File: config.mk
export PLATFORM = sky130hd
export DESIGN_NAME = mem_access_unit_flat
export DESIGN_NICKNAME = d
export VERILOG_FILES = /design/src/rtl/mem_access_unit_if.sv /design/src/rtl/mem_access_unit.sv /design/src/flat_wrapper.sv
export SDC_FILE = /design/constraint.sdc
export NUM_CORES = 1
export LEC_CHECK = 0
export ABC_AREA = 1
export CORE_MARGIN = 2
export CORE_UTILIZATION = 24
export CTS_CLUSTER_DIAMETER = 200
export DETAILED_ROUTE_END_ITERATION = 10
export PLACE_DENSITY = 0.58
export SYNTH_ARGS = -nofsm -noshare
export SYNTH_HDL_FRONTEND = slang
export SYNTH_SLANG_ARGS = --single-unit
File: constraint.sdc
create_clock -name clk -period 4.6 [get_ports clk]
set_input_delay 0.92 -clock clk [delete_from_list [all_inputs] [get_ports clk]]
set_output_delay 0.92 -clock clk [all_outputs]
set_load 0.01 [all_outputs]
File: src/rtl/mem_access_unit_if.sv
// Signal bundle for mem_access_unit: request/response handshake plus data-memory port.
// The slave modport is the unit; the master modport is the requester/memory side.
interface mem_access_unit_if;
   logic        req_valid;
   logic        req_ready;
   logic        req_store;
   logic [1:0]  req_size;
   logic        req_signed;
   logic [31:0] req_addr;
   logic [31:0] req_wdata;

   logic        rsp_valid;
   logic        rsp_ready;
   logic [31:0] rsp_data;
   logic        rsp_err;

   logic [31:0] mem_address;
   logic        mem_enable;
   logic        mem_write_enable;
   logic [31:0] mem_write_data;
   logic [31:0] mem_data_out;

   modport slave (
      input  req_valid, req_store, req_size, req_signed, req_addr, req_wdata,
      input  rsp_ready, mem_data_out,
      output req_ready, rsp_valid, rsp_data, rsp_err,
      output mem_address, mem_enable, mem_write_enable, mem_write_data
   );

   modport master (
      output req_valid, req_store, req_size, req_signed, req_addr, req_wdata,
      output rsp_ready, mem_data_out,
      input  req_ready, rsp_valid, rsp_data, rsp_err,
      input  mem_address, mem_enable, mem_write_enable, mem_write_data
   );
endinterface

File: src/rtl/mem_access_unit.sv
// Load/store unit in front of a word-wide data memory; sub-word stores use read-modify-write.
// Optional MAU_MISALIGN_TRAP_EN: misaligned requests answer with rsp_err instead of being aligned.
module mem_access_unit (
   input logic              clk,
   input logic              rst_n,
   mem_access_unit_if.slave bus
);
   localparam int unsigned XLEN = 32;
   localparam int unsigned AW   = 14;  // byte-address bits that reach the 4K-word memory
   localparam int unsigned HW   = 16;

   typedef enum logic [1:0] {IDLE = 2'd0, RD = 2'd1, WR = 2'd2, RESP = 2'd3} state_e;

   state_e          state_q, state_d;
   logic [AW-1:0]   addr_q, addr_d;
   logic [HW-1:0]   wdata_q, wdata_d;
   logic [1:0]      size_q, size_d;
   logic            signed_q, signed_d;
   logic            store_q, store_d;
   logic            req_ready_q, req_ready_d;
   logic            rsp_valid_q, rsp_valid_d;
   logic            rsp_err_q, rsp_err_d;
   logic [XLEN-1:0] rsp_data_q, rsp_data_d;
   logic            mem_en_q, mem_en_d;
   logic            mem_we_q, mem_we_d;
   logic [XLEN-1:0] mem_addr_q, mem_addr_d;
   logic [XLEN-1:0] mem_wdata_q, mem_wdata_d;
   logic            unused_addr_hi;

   assign unused_addr_hi = ^bus.req_addr[XLEN-1:AW];

   function automatic logic [AW-1:0] align_addr(input logic [AW-1:0] a, input logic [1:0] size);
      logic [AW-1:0] r;
      r = a;
      if (size == 2'b01) r[0] = 1'b0;
      else if (size[1]) r[1:0] = 2'b00;
      return r;
   endfunction

   function automatic logic [XLEN-1:0] load_extract(input logic [XLEN-1:0] word, input logic [1:0] size,
                                                    input logic [1:0] lo, input logic sgn);
      logic [7:0]      b;
      logic [HW-1:0]   h;
      logic [XLEN-1:0] r;
      b = 8'(word >> {lo, 3'b000});
      h = HW'(word >> {lo[1], 4'b0000});
      unique case (size)
         2'b00:   r = {{24{sgn & b[7]}}, b};
         2'b01:   r = {{16{sgn & h[HW-1]}}, h};
         default: r = word;
      endcase
      return r;
   endfunction

   function automatic logic [XLEN-1:0] merge_lane(input logic [XLEN-1:0] old, input logic [HW-1:0] wd,
                                                  input logic [1:0] size, input logic [1:0] lo);
      logic [XLEN-1:0] mask;
      logic [XLEN-1:0] ins;
      if (size == 2'b00) begin
         mask = XLEN'(8'hFF) << {lo, 3'b000};
         ins  = XLEN'(wd[7:0]) << {lo, 3'b000};
      end else begin
         mask = XLEN'(16'hFFFF) << {lo[1], 4'b0000};
         ins  = XLEN'(wd) << {lo[1], 4'b0000};
      end
      return (old & ~mask) | ins;
   endfunction

`ifdef MAU_MISALIGN_TRAP_EN
   function automatic logic is_misaligned(input logic [1:0] size, input logic [1:0] lo);
      logic r;
      if (size == 2'b01) r = lo[0];
      else if (size[1])  r = (lo != 2'b00);
      else               r = 1'b0;
      return r;
   endfunction
`endif

   // Next-state and next-output logic; every output flop is loaded from the next state.
   always_comb begin
      state_d     = state_q;
      addr_d      = addr_q;
      wdata_d     = wdata_q;
      size_d      = size_q;
      signed_d    = signed_q;
      store_d     = store_q;
      rsp_data_d  = rsp_data_q;
      rsp_err_d   = rsp_err_q;
      mem_wdata_d = '0;

      unique case (state_q)
         IDLE: begin
            if (bus.req_valid && req_ready_q) begin
               addr_d     = align_addr(bus.req_addr[AW-1:0], bus.req_size);
               wdata_d    = bus.req_wdata[HW-1:0];
               size_d     = bus.req_size;
               signed_d   = bus.req_signed;
               store_d    = bus.req_store;
               rsp_data_d = '0;
               rsp_err_d  = 1'b0;
               if (!bus.req_store || !bus.req_size[1]) begin
                  state_d = RD;
               end else begin
                  state_d     = WR;
                  mem_wdata_d = bus.req_wdata;
               end
`ifdef MAU_MISALIGN_TRAP_EN
               if (is_misaligned(bus.req_size, bus.req_addr[1:0])) begin
                  state_d     = RESP;
                  rsp_err_d   = 1'b1;
                  mem_wdata_d = '0;
               end
`endif
            end
         end
         RD: begin
            if (store_q) begin
               state_d     = WR;
               mem_wdata_d = merge_lane(bus.mem_data_out, wdata_q, size_q, addr_q[1:0]);
            end else begin
               state_d    = RESP;
               rsp_data_d = load_extract(bus.mem_data_out, size_q, addr_q[1:0], signed_q);
            end
         end
         WR:      state_d = RESP;
         RESP:    if (bus.rsp_ready) state_d = IDLE;
         default: state_d = IDLE;
      endcase

      req_ready_d = (state_d == IDLE);
      rsp_valid_d = (state_d == RESP);
      mem_en_d    = (state_d == RD) || (state_d == WR);
      mem_we_d    = (state_d == WR);
      mem_addr_d  = mem_en_d ? XLEN'(addr_d[AW-1:2]) : '0;
   end

   always_ff @(posedge clk or negedge rst_n) begin
      if (!rst_n) begin
         state_q     <= IDLE;
         addr_q      <= '0;
         wdata_q     <= '0;
         size_q      <= '0;
         signed_q    <= 1'b0;
         store_q     <= 1'b0;
         req_ready_q <= 1'b0;
         rsp_valid_q <= 1'b0;
         rsp_err_q   <= 1'b0;
         rsp_data_q  <= '0;
         mem_en_q    <= 1'b0;
         mem_we_q    <= 1'b0;
         mem_addr_q  <= '0;
         mem_wdata_q <= '0;
      end else begin
         state_q     <= state_d;
         addr_q      <= addr_d;
         wdata_q     <= wdata_d;
         size_q      <= size_d;
         signed_q    <= signed_d;
         store_q     <= store_d;
         req_ready_q <= req_ready_d;
         rsp_valid_q <= rsp_valid_d;
         rsp_err_q   <= rsp_err_d;
         rsp_data_q  <= rsp_data_d;
         mem_en_q    <= mem_en_d;
         mem_we_q    <= mem_we_d;
         mem_addr_q  <= mem_addr_d;
         mem_wdata_q <= mem_wdata_d;
      end
   end

   assign bus.req_ready        = req_ready_q;
   assign bus.rsp_valid        = rsp_valid_q;
   assign bus.rsp_data         = rsp_data_q;
   assign bus.rsp_err          = rsp_err_q;
   assign bus.mem_enable       = mem_en_q;
   assign bus.mem_write_enable = mem_we_q;
   assign bus.mem_address      = mem_addr_q;
   assign bus.mem_write_data   = mem_wdata_q;
endmodule

File: src/flat_wrapper.sv
// flat-port wrapper written by rule: the top's interface ports become plain ports
module mem_access_unit_flat 
  (clk, rst_n, bus_req_valid, bus_req_store, bus_req_size, bus_req_signed, bus_req_addr, bus_req_wdata, bus_rsp_ready, bus_mem_data_out, bus_req_ready, bus_rsp_valid, bus_rsp_data, bus_rsp_err, bus_mem_address, bus_mem_enable, bus_mem_write_enable, bus_mem_write_data);
  mem_access_unit_if bus_i ();
  input logic clk;
  input logic rst_n;
  input wire logic [$bits(bus_i.req_valid)-1:0] bus_req_valid;
  input wire logic [$bits(bus_i.req_store)-1:0] bus_req_store;
  input wire logic [$bits(bus_i.req_size)-1:0] bus_req_size;
  input wire logic [$bits(bus_i.req_signed)-1:0] bus_req_signed;
  input wire logic [$bits(bus_i.req_addr)-1:0] bus_req_addr;
  input wire logic [$bits(bus_i.req_wdata)-1:0] bus_req_wdata;
  input wire logic [$bits(bus_i.rsp_ready)-1:0] bus_rsp_ready;
  input wire logic [$bits(bus_i.mem_data_out)-1:0] bus_mem_data_out;
  output wire logic [$bits(bus_i.req_ready)-1:0] bus_req_ready;
  output wire logic [$bits(bus_i.rsp_valid)-1:0] bus_rsp_valid;
  output wire logic [$bits(bus_i.rsp_data)-1:0] bus_rsp_data;
  output wire logic [$bits(bus_i.rsp_err)-1:0] bus_rsp_err;
  output wire logic [$bits(bus_i.mem_address)-1:0] bus_mem_address;
  output wire logic [$bits(bus_i.mem_enable)-1:0] bus_mem_enable;
  output wire logic [$bits(bus_i.mem_write_enable)-1:0] bus_mem_write_enable;
  output wire logic [$bits(bus_i.mem_write_data)-1:0] bus_mem_write_data;
  assign bus_i.req_valid = bus_req_valid;
  assign bus_i.req_store = bus_req_store;
  assign bus_i.req_size = bus_req_size;
  assign bus_i.req_signed = bus_req_signed;
  assign bus_i.req_addr = bus_req_addr;
  assign bus_i.req_wdata = bus_req_wdata;
  assign bus_i.rsp_ready = bus_rsp_ready;
  assign bus_i.mem_data_out = bus_mem_data_out;
  assign bus_req_ready = bus_i.req_ready;
  assign bus_rsp_valid = bus_i.rsp_valid;
  assign bus_rsp_data = bus_i.rsp_data;
  assign bus_rsp_err = bus_i.rsp_err;
  assign bus_mem_address = bus_i.mem_address;
  assign bus_mem_enable = bus_i.mem_enable;
  assign bus_mem_write_enable = bus_i.mem_write_enable;
  assign bus_mem_write_data = bus_i.mem_write_data;
  mem_access_unit u_core (.clk(clk), .rst_n(rst_n), .bus(bus_i));
endmodule
; Word-level counts from Yosys, hierarchy flattened
; Cells that the tools add are included.
[totals]
rom_bits = 0
in_bits = 104
out_inout_bits = 101
n_memories = 0
reg_bits = 136
latchBits = 0
ram_bits = 0
elab_cells = 71
[op_classes]
n_eq_ne = 10
muxes = 25
add_sub_neg = 0
reduce_logical = 11
div = 0
shift = 6
order_cmp = 0
bitwise = 5
n_mul = 0
[op_table]
columns = cell, n
row1 = two-way mux 32 bit, 11
row2 = one-hot mux 32 bit (2 select lines), 3
row3 = AND 32 bit, 1
row4 = NOT 32 bit, 1
row5 = bitwise OR 32 bit, 1
row6 = left shift 16 x 5 -> 32 bit, 1
row7 = "left shift 16 x 5 -> 32 bit, first input constant", 1
row8 = left shift 8 x 5 -> 32 bit, 1
row9 = "left shift 8 x 5 -> 32 bit, first input constant", 1
row10 = >> shifter 32 x 5 -> 16 bit, 1
row11 = >> shifter 32 x 5 -> 8 bit, 1
row12 = two-way mux 14 bit, 2
row13 = two-way mux 12 bit, 1
row14 = "== test 2 x 1 -> 1 bit, second input constant", 4
row15 = "== test 2 bit, second input constant", 4
row16 = two-way mux 2 bit, 4
row17 = one-hot mux 2 bit (4 select lines), 1
row18 = zero test 2 bit, 3
row19 = two-way mux 1 bit, 3
row20 = AND reduction 3 bit, 1
row21 = AND 1 bit, 2
row22 = zero test 1 bit, 2
row23 = logical OR 1 bit, 2
row24 = "inequality test 2 x 1 -> 1 bit, second input constant", 1
row25 = 4 further kinds, 4

; Depth between registers and ports, before layout
; Gate-level depths: netlist of run 1.
[depth]
word_depth = 9
mapped_depth = 11
mapped_depth_nobuf = 9

; Worst setup path after synthesis of run 1
; No wires, ideal clock.
[synth_path]
path_type = input port to flip-flop
startpoint = input bus_req_size[1]
endpoint = register u_core.mem_addr_q[10] (netlist: u_core.bus.mem_address[10])
required_ns = 4.468
setup_ns = 0.132
arrival_time_ns = 2.099
slack_ns = 2.369
stages = 7
n_path_buf = 1
cell_sequence = nand2_1 > nand2_1 > and3_1 > ha_1 > inv_1 > clkbuf_1 > nor2_1
[synth_between]
elab_chain_cells = 8
elab_cells_between_ends = 9
classes_between = eq/ne (2) / mux (4) / reduce/logical (3)
[synth_rtl]
columns = element, line_no
row1 = "start, declared", flat_wrapper.sv:9  ; input wire logic [$bits(bus_i.req_size)-1:0] bus_req_size;
row2 = zero test 1 bit (*), mem_access_unit.sv:101  ; if (!bus.req_store || !bus.req_size[1]) begin
row3 = logical OR 1 bit (*), mem_access_unit.sv:101
row4 = two-way mux 2 bit (*), mem_access_unit.sv:101
row5 = two-way mux 2 bit (*), mem_access_unit.sv:93  ; if (bus.req_valid && req_ready_q) begin
row6 = one-hot mux 2 bit (4 select lines) (*), mem_access_unit.sv:91  ; unique case (state_q)
row7 = == test 2 x 1 -> 1 bit or == test 2 bit (tied branches), mem_access_unit.sv:132  ; mem_en_d = (state_d == RD) || (state_d == WR);
row8 = logical OR 1 bit (*), mem_access_unit.sv:132
row9 = net u_core.mem_en_d, mem_access_unit.sv:24  ; logic mem_en_q, mem_en_d;
row10 = two-way mux 12 bit (*), mem_access_unit.sv:134  ; mem_addr_d = mem_en_d ? XLEN'(addr_d[AW-1:2]) : '0;
row11 = net u_core.mem_addr_d[10], mem_access_unit.sv:26  ; logic [XLEN-1:0] mem_addr_q, mem_addr_d;
row12 = "end signal, assigned", mem_access_unit.sv:166  ; mem_addr_q <= mem_addr_d;
row13 = "end, declared", mem_access_unit.sv:26
; The timed path passes the listed nets; every way through them passes the cells marked *.
; A chain may end at the register's enable or synchronous reset.

; Final worst setup path of run 1
[layout_path]
startpoint = input bus_req_valid
endpoint = register u_core.mem_addr_q[1] (netlist: u_core.bus.mem_address[1])
[layout_between]
elab_chain_cells = 6
elab_cells_between_ends = 9
classes_between = eq/ne (2) / mux (5) / reduce/logical (2)
[layout_rtl]
columns = element, line_no
row1 = "start, declared", flat_wrapper.sv:7  ; input wire logic [$bits(bus_i.req_valid)-1:0] bus_req_valid;
row2 = logical AND 1 bit (*), mem_access_unit.sv:93
row3 = two-way mux 2 bit (*), mem_access_unit.sv:93
row4 = one-hot mux 2 bit (4 select lines) (*), mem_access_unit.sv:91
row5 = == test 2 x 1 -> 1 bit or == test 2 bit (tied branches), mem_access_unit.sv:132
row6 = logical OR 1 bit (*), mem_access_unit.sv:132
row7 = net u_core.mem_en_d, mem_access_unit.sv:24
row8 = two-way mux 12 bit (*), mem_access_unit.sv:134
row9 = net u_core.mem_addr_d[1], mem_access_unit.sv:26
; Marked as above.

==> results.json, run 1 <==
{
  "insertion_delay_ps": 430,
  "worstSetupStartpointType": "input port",
  "place_congestion": 0.876,
  "hold_path.class": "input port to asynchronous set/reset pin",
  "fmax_mhz": 347,
  "cts_hold_buf": 0,
  "synth_ff_type": "dfrtp_1",
  "drc": 0,
  "critPathMaxFanout": 47,
  "reg2reg_slack_ps": 2030,
  "htree_levels": 4,
  "crit_type": "input port to flip-flop",
  "core_area_mm2": 0.0234,
  "swShare": 0.411,
  "wire_per_inst_um": 16.0,
  "setup_viol": 0,
  "fp-row-count": 56,
  "synth_common_cells": "274 x nand2_1, 116 x dfrtp_1, 68 x o21ai_0",
  "cp.arrival_ps": 3180,
  "cts_root_buf": "clkbuf_16",
  "synth_top_area_frac": 0.508,
  "vias": 5273,
  "cts-resized-gates": 0,
  "grt-ovfl-total": 0,
  "whs_ps": 443,
  "cts_buffer_depth": 2,
  "max-vdd-ir-drop_uv": 259,
  "die-area_mm2": 0.0250,
  "cts_tree": "built",
  "maxSlewViolCount": 0,
  "cts_inserted_buffers": 17,
  "p_per_area_mw_per_mm2": 621,
  "synth-seq-cells": 116,
  "period_share": 0.626,
  "fin_nets": 1003,
  "fin_tns_setup_ps": 0,
  "antennaDiodeCount": 0,
  "synth_most_common_cell": "nand2_1",
  "drt_iter0_drc": 369,
  "post-route-util": 0.347,
  "fin_skew_ps": 8.87,
  "yosysUniqueCellTypes": 26,
  "outcome": "finished, final reports clean",
  "maxSlewHeadroom": 0.338,
  "grt_pass1_vias": 5113,
  "tightest_slew_ps": 991,
  "grt_pass1_wl_um": 29600,
  "grt_max_degree": 48,
  "ys_top_cells_by_area": "dfrtp_1 51%, nand2_1 18%, o21ai_0 6.0%, a21oi_1 5.1%, inv_1 3.7%",
  "wl_um": 19600,
  "syn_area_mm2": 0.00571,
  "drtPass1Iterations": 4,
  "dieWidth_um": 158,
  "seq_area_frac_synth": 0.508,
  "syn_to_final_growth_pct": 42.4,
  "die_h_um": 158,
  "hpwl_um": 14400,
  "synth_edf_count": 0,
  "avgViaCountPerCell": 4.29,
  "ant_nets": 0,
  "io_buffers": 165,
  "io_pins": 205,
  "avgSynthCellArea_um2": 7.72,
  "rsz0062_at_grt": "no",
  "synth_area_leader_cell": "dfrtp_1",
  "cts_setup_buffers": 0,
  "p_leak_nw": 3.95,
  "layout_min_cycle_time_ps": 2880,
  "yosys_warnings": 0,
  "async_flop_share": 1.00,
  "cp.required_ps": 4900,
  "syn_inst": 740,
  "clockPowerShare": 0.247,
  "initial_core_util": 0.244,
  "internal_power_mw": 2.97,
  "pwr-share-comb": 0.421,
  "clock_sinks": 116,
  "critPathCaptureType": "flip-flop",
  "p_seq_frac": 0.332,
  "drive_above_1_share": 0.0627,
  "hold_violations": 0,
  "drv_cap": 0,
  "power_switching_mw": 2.07,
  "track_usage": 0.160,
  "cts.clk_slew.worst_paths_ps": 60,
  "antenna_found_initial": 0
}
[area by class of cell]
class / instances / area [um2]
repair buffers: 173 / 1710
clock inverters: 15 / 124
flip-flops and latches: 116 / 2900
fillers: 2509 / 15300
multi-input cells: 526 / 2340
inverters: 62 / 233
clock buffers: 17 / 425
well taps: 319 / 399
[placed cells by master (no fill, tap or decap), drive strengths merged]
master / synthesis / routed
ha: 3 / 3
or2: 2 / 2
clkinv: 1 / 8
buf: 40 / 9
o21a: 11 / 11
nand2: 279 / 279
inv: 61 / 68
o211ai: 7 / 7
dfrtp: 116 / 116
clkinvlp: 0 / 1
conb: 1 / 21
o21ai: 68 / 68
o22ai: 8 / 8
clkdlybuf4s50: 0 / 164
a21oi: 58 / 58
nand3: 12 / 12
nor2: 55 / 55
and3: 1 / 1
a31oi: 1 / 1
clkbuf: 16 / 17
[registers in the layout (all words and copies together), names as in the netlist]
register and flops:
u_core.addr_q 14, u_core.bus.mem_address 12, u_core.bus.mem_enable 1, u_core.bus.mem_write_data 32, u_core.bus.mem_write_enable 1, u_core.bus.req_ready 1, u_core.bus.rsp_data 32, u_core.bus.rsp_valid 1
u_core.signed_q 1, u_core.size_q 2, u_core.state_q 2, u_core.store_q 1, u_core.wdata_q 16
[routing by layer]
layer  wire length, um  GRT usage  vias to the layer above
li1                  -          -                     2600
met1              8750      0.215                     2455
met2              8860      0.243                      192
met3              1520     0.0452                       26
met4               456     0.0648                        0
met5                 0          0                        -
[path summary, 6_finish.rpt]
| path | startpoint | endpoint | cells past startpoint |
|---|---|---|---|
| worst min register to register | u_core.bus.rsp_data[2] | u_core.bus.rsp_data[2] | 2 |
| worst max register to register | u_core.state_q[0] | u_core.bus.mem_address[1] | 7 |
| min in group clk | u_core.bus.rsp_data[2] | u_core.bus.rsp_data[2] | 2 |
| worst max-delay path | bus_req_valid | u_core.bus.mem_address[1] | 10 |
| worst min-delay path | rst_n | u_core.bus.mem_address[2] | 1 |
| max in group asynchronous | rst_n | u_core.bus.mem_write_data[26] | 2 |
[worst max-delay path: stages]
cell and delay [ps]:
clkdlybuf4s50_1 420, nand3_2 80, buf_4 420, inv_1 90, buf_4 230, nand2_1 70
and3_1 210, ha_1 260, inv_1 340, nor2_1 100
[power groups by stage]
stage | clock, mW | sequential, mW | combinational (mW)
finish | 1.25 | 1.67 | 2.12
global route | 1.32 | 1.73 | 2.39
CTS | 1.27 | 1.68 | 2.15
detailed placement | 0 | 1.69 | 2.13
global placement | 0 | 1.68 | 2.11
floorplan | 0 | 1.69 | 1.21
[per-stage QoR]
step	power [mW]	instances	instance area [um2]	setup slack, ps
2_1_floorplan	2.90	760	5780	2370
3_3_place_gp	3.79	1196	7580	1290
3_5_place_dp	3.82	1196	7580	1260
4_1_cts	5.10	1228	8130	1690
5_1_grt	5.44	1228	8130	1500
6_report	5.05	1228	8130	1720
[logic make-up (layout without fill, tap and decap cells)]
group	Yosys count	after routing	share of synthesized area
buffers and inverters	118	267	0.0973
other	1	21	0.000657
DFF	116	116	0.508
adders and majority gates	3	3	0.00658
AOI/OAI and AO/OA	153	153	0.144
and+or+nand+nor	349	349	0.243
No activity file was read; power rests on OpenSTA's default activity.
==> run 2, diff against run 1 <==
clock period = 2.7 ns   (was 4.6 ns; I/O delays follow)
==> run 2 against run 1 <==
  * Non-clock buffer count rose by 4
  * Register-to-register slack lost 1400 ps
  * Die area did not move
  * Largest power group unchanged
  * Sequential power is 69% higher
  * Count of clock-buffer cells in the layout is 3 higher
  * Largest cell class unchanged
  * Critical path type is now flip-flop to flip-flop
==> results.json, run 2 (synthesized netlist as in run 1, its figures left out) <==
{
  "hold_violations": 0,
  "maxSlewViolCount": 0,
  "swShare": 0.385,
  "crit_type": "flip-flop to flip-flop",
  "tightest_slew_ps": 615,
  "m1WireLength_um": 8800,
  "p_per_area_mw_per_mm2": 1080,
  "fmax_mhz": 478,
  "cts.clk_slew.worst_paths_ps": 60,
  "ff_latch_area_mm2": 0.00290,
  "p_seq_frac": 0.315,
  "antenna_found_initial": 1,
  "wire_per_inst_um": 16.0,
  "io_buffers": 165,
  "power_switching_mw": 3.44,
  "cp.arrival_ps": 2390,
  "critPathMaxFanout": 19,
  "cts-resized-gates": 0,
  "ant_nets": 0,
  "max-vdd-ir-drop_uv": 308,
  "fp-row-count": 56,
  "internal_power_mw": 5.50,
  "wl_met3_um": 1500,
  "drive_above_1_share": 0.0647,
  "cp.required_ps": 2990,
  "initial_core_util": 0.244,
  "grt_pass1_wl_um": 29600,
  "critPathCaptureType": "flip-flop",
  "hold_path.class": "input port to asynchronous set/reset pin",
  "layout_commonest_cell": "nand2_1",
  "drc": 0,
  "layout_common_cells": "274 x nand2_1, 164 x clkdlybuf4s50_1, 116 x dfrtp_1",
  "cts_root_buf": "clkbuf_16",
  "die_h_um": 158,
  "grt-ovfl-total": 0,
  "drv_cap": 0,
  "wl_met2_um": 8930,
  "fin_tns_setup_ps": 0,
  "cts_buffer_depth": 2,
  "clockPowerShare": 0.277,
  "cts_setup_buffers": 0,
  "p_leak_nw": 4.01,
  "worstSetupStartpointType": "flip-flop",
  "drt_iter0_drc": 434,
  "htree_levels": 4,
  "track_usage": 0.160,
  "clock_sinks": 116,
  "setup_viol": 0,
  "multi_input_area_mm2": 0.00233,
  "grt_pass1_vias": 5178,
  "drtPass1Iterations": 5,
  "highest_layer": "met4",
  "period_share": 0.776,
  "fin_nets": 1007,
  "rsz0062_at_grt": "no",
  "outcome": "finished, final reports clean",
  "avgViaCountPerCell": 4.32,
  "core_area_mm2": 0.0234,
  "grt_max_degree": 49,
  "maxSlewHeadroom": 0.590,
  "syn_to_final_growth_pct": 44.7,
  "io_pins": 205,
  "fillers": 2478,
  "vias": 5317,
  "die-area_mm2": 0.0250,
  "layout_min_cycle_time_ps": 2090,
  "hpwl_um": 14500,
  "finalPower_mw": 8.95,
  "cts_tree": "built",
  "dieWidth_um": 158,
  "cts_hold_buf": 0,
  "cts_inserted_buffers": 17,
  "pwr-share-comb": 0.408,
  "wl_um": 19700,
  "fin_skew_ps": 6.98,
  "place_congestion": 0.849,
  "insertion_delay_ps": 420
}
run 2: metrics by stage:
step           hold slack, ps  instance area, um2  worst slack (ps)  instances   util
2_1_floorplan             244                5780               849        760      -
3_3_place_gp              463                7620               329       1200  0.326
3_5_place_dp              464                7620               307       1200  0.326
4_1_cts                  87.5                8260               666       1231  0.353
5_1_grt                   106                8260               461       1232  0.353
6_report                 83.8                8260               606       1232  0.353
run 2: power by group through the flow:
stage	Combinational, mW	Clock (mW)	Sequential [mW]
after floorplan	2.06	0	2.88
after global placement	3.63	0	2.84
after detailed placement	3.67	0	2.83
after CTS	3.69	2.53	2.82
after global routing	4.10	2.60	2.89
final	3.65	2.48	2.82
run 2: per-layer routing:
metal	vias to the layer above	GRT usage
met2	199	0.244
met5	-	0
met3	22	0.0465
li1	2617	-
met1	2479	0.213
met4	0	0.0674
run 2: path summary, 6_finish.rpt:
| path | start | endpoint | slack [ps] | depth (start not counted) |
|---|---|---|---|---|
| max in group asynchronous | rst_n | u_core.bus.rsp_data[26] | 1920 | 2 |
| hold / removal | rst_n | u_core.addr_q[10] | 80 | 1 |
| min in group clk | u_core.bus.rsp_data[0] | u_core.bus.rsp_data[0] | 480 | 2 |
| hold reg to reg | u_core.bus.rsp_data[0] | u_core.bus.rsp_data[0] | 480 | 2 |
| setup reg to reg | u_core.addr_q[0] | u_core.bus.mem_write_data[6] | 610 | 5 |
| setup / recovery | u_core.addr_q[0] | u_core.bus.mem_write_data[6] | 610 | 5 |
run 2: worst max-delay path, stage by stage, from the launching register on:
cell and delay (ps):
dfrtp_1 730, nand2_1 380, nand2_1 360, inv_1 200
nor2_1 180, o22ai_1 110
run 2: layout make-up:
class | instances | area share
Sequential cell | 116 | 0.351
Tap cell | 319 | 0.0483
Timing Repair Buffer | 177 | 0.212
Inverter | 62 | 0.0282
Multi-Input combinational cell | 526 | 0.282
Antenna cell | 1 | 0.000303
Clock inverter | 11 | 0.0210
Clock buffer | 20 | 0.0565
==> run 3, diff against run 2 <==
clock period = 2.15 ns   (was 2.7 ns; I/O delays follow)
==> run 3 against run 2 <==
  * Hold slack got worse by 51 ps
  * Largest cell class unchanged
  * Maximum frequency rose by 16%
  * Die area did not move
  * Clock power rose by 27%
  * Utilization rose by 0.45 points
  * First-iteration DRC count fell by 21%
  * Power rose by 29%
  * Setup slack got worse by 260 ps
==> results.json, run 3 (synthesized netlist as in run 1, its figures left out) <==
{
  "whs_ps": 33.0,
  "reg2reg_slack_ps": 350,
  "layout_min_cycle_time_ps": 1800,
  "dieWidth_um": 158,
  "clock_sinks": 116,
  "grt-ovfl-total": 0,
  "io_pins": 205,
  "drt_iter0_drc": 345,
  "grt_pass1_wl_um": 29400,
  "hpwl_um": 14400,
  "fin_skew_ps": 10.4,
  "place_congestion": 0.892,
  "crit_type": "flip-flop to flip-flop",
  "max_stage_delay_ps": 530,
  "fin_nets": 1016,
  "layout_commonest_cell": "nand2_1",
  "place_area_mm2": 0.00772,
  "avgViaCountPerCell": 4.29,
  "cts_tree": "built",
  "timing.critical_path.from": "u_core.size_q[0]",
  "antenna_found_initial": 0,
  "post-route-util": 0.358,
  "grt_pass1_vias": 5162,
  "cts_inserted_buffers": 17,
  "hold_violations": 0,
  "insertion_delay_ps": 420,
  "drv_cap": 0,
  "period_share": 0.838,
  "initial_core_util": 0.244,
  "cp.arrival_ps": 2090,
  "layout_common_cells": "274 x nand2_1, 164 x clkdlybuf4s50_1, 116 x dfrtp_1",
  "critPathCaptureType": "flip-flop",
  "stdcell_area_mm2": 0.00837,
  "io_buffers": 165,
  "setup_viol": 0,
  "track_usage": 0.160,
  "r2r-end": "u_core.bus.mem_write_data[6]",
  "cts.clk_slew.worst_paths_ps": 70,
  "reg2reg_depth": 6,
  "fp-row-count": 56,
  "drive_above_1_share": 0.0748,
  "cts_buffer_depth": 2,
  "crit_chain": "nor2_4 > nand2_1 > nand2_1 > inv_1 > nor2_1 > o22ai_1",
  "vias": 5326,
  "cts_hold_buf": 0,
  "worst_path_most_repeated_cell": "nand2_1",
  "maxSlewViolCount": 0,
  "wl_um": 19500,
  "drtPass1Iterations": 5,
  "reg2reg_from": "u_core.size_q[0]",
  "hold_path.class": "input port to asynchronous set/reset pin",
  "maxSlewHeadroom": 0.509,
  "crit_slowest_cell": "dfrtp_1",
  "antennaDiodeCount": 0,
  "worstSetupStartpointType": "flip-flop",
  "critPathMaxFanout": 11,
  "die_h_um": 158,
  "tightest_slew_ps": 737,
  "cp.required_ps": 2440,
  "cts_setup_buffers": 0,
  "p_per_area_mw_per_mm2": 1380,
  "finalPower_mw": 11.6,
  "cts_root_buf": "clkbuf_16",
  "fmax_mhz": 555,
  "outcome": "finished, final reports clean",
  "htree_levels": 4,
  "cts-resized-gates": 0,
  "setup.worst_path.end": "u_core.bus.mem_write_data[6]",
  "die-area_mm2": 0.0250,
  "rsz0062_at_grt": "no",
  "wire_per_inst_um": 15.7,
  "drc": 0,
  "p_leak_nw": 4.07,
  "syn_to_final_growth_pct": 46.6,
  "fin_tns_setup_ps": 0,
  "grt_max_degree": 117,
  "max-vdd-ir-drop_uv": 539,
  "core_area_mm2": 0.0234,
  "ant_nets": 0
}
-- run 3: changes by cell type in the layout (fill, tap and decap cells not counted), sizes merged --
cell,before,now
clkinvlp,3,1
clkinv,3,4
buf,13,22
inv,63,68
clkbuf,20,17
diode,1,0
-- run 3: critical path: cells and delay by family, from the launching register on --
kind	cells	cell delay [ps]
and+or+nand+nor	4	890
buffers and inverters	1	140
DFF	1	530
AOI/OAI and AO/OA	1	110
-- run 3: worst min-delay path by stage --
stage | startpoint | endpoint | slack [ps] | depth (start not counted)
after global routing | rst_n | u_core.bus.mem_address[3] | 140 | 2
final | rst_n | u_core.bus.mem_address[2] | 30 | 2
after floorplan | rst_n | u_core.addr_q[0] | 130 | 0
after global placement | u_core.bus.rsp_data[29] | u_core.bus.rsp_data[29] | 460 | 2
after CTS | rst_n | u_core.bus.mem_address[2] | 120 | 2
after detailed placement | u_core.bus.rsp_data[30] | u_core.bus.rsp_data[30] | 470 | 2
-- run 3: power breakdown --
group          internal (mW)  leakage [nW]  switching, mW
sequential              3.00          1.51          0.555
clock                   1.98         0.312           1.16
combinational           2.12          2.25           2.74
-- run 3: stage by stage --
| stage | setup WS (ps) | instances |
|---|---|---|
| final | 349 | 1241 |
| after global routing | 187 | 1241 |
| after CTS | 332 | 1241 |
| after detailed placement | 104 | 1209 |
| after global placement | 110 | 1209 |
| after floorplan | 402 | 760 |
-- run 3: layout make-up --
| type | instances | area, um2 |
|---|---|---|
| multi-input combinational | 526 | 2330 |
| clock inverter | 15 | 218 |
| clock buffer | 17 | 425 |
| timing repair buffer | 186 | 1860 |
| sequential | 116 | 2900 |
| inverter | 62 | 233 |
| tap | 319 | 399 |
| fill | 2472 | 15000 |
-- run 3: per-layer routing --
layer	up-vias	routed length, um	global-route usage	share of wire
li1	2638	-	-	-
met1	2459	8820	0.215	0.45
met2	213	8880	0.247	0.45
met3	16	1540	0.0435	0.079
met4	0	294	0.0545	0.015
met5	-	0	0	0
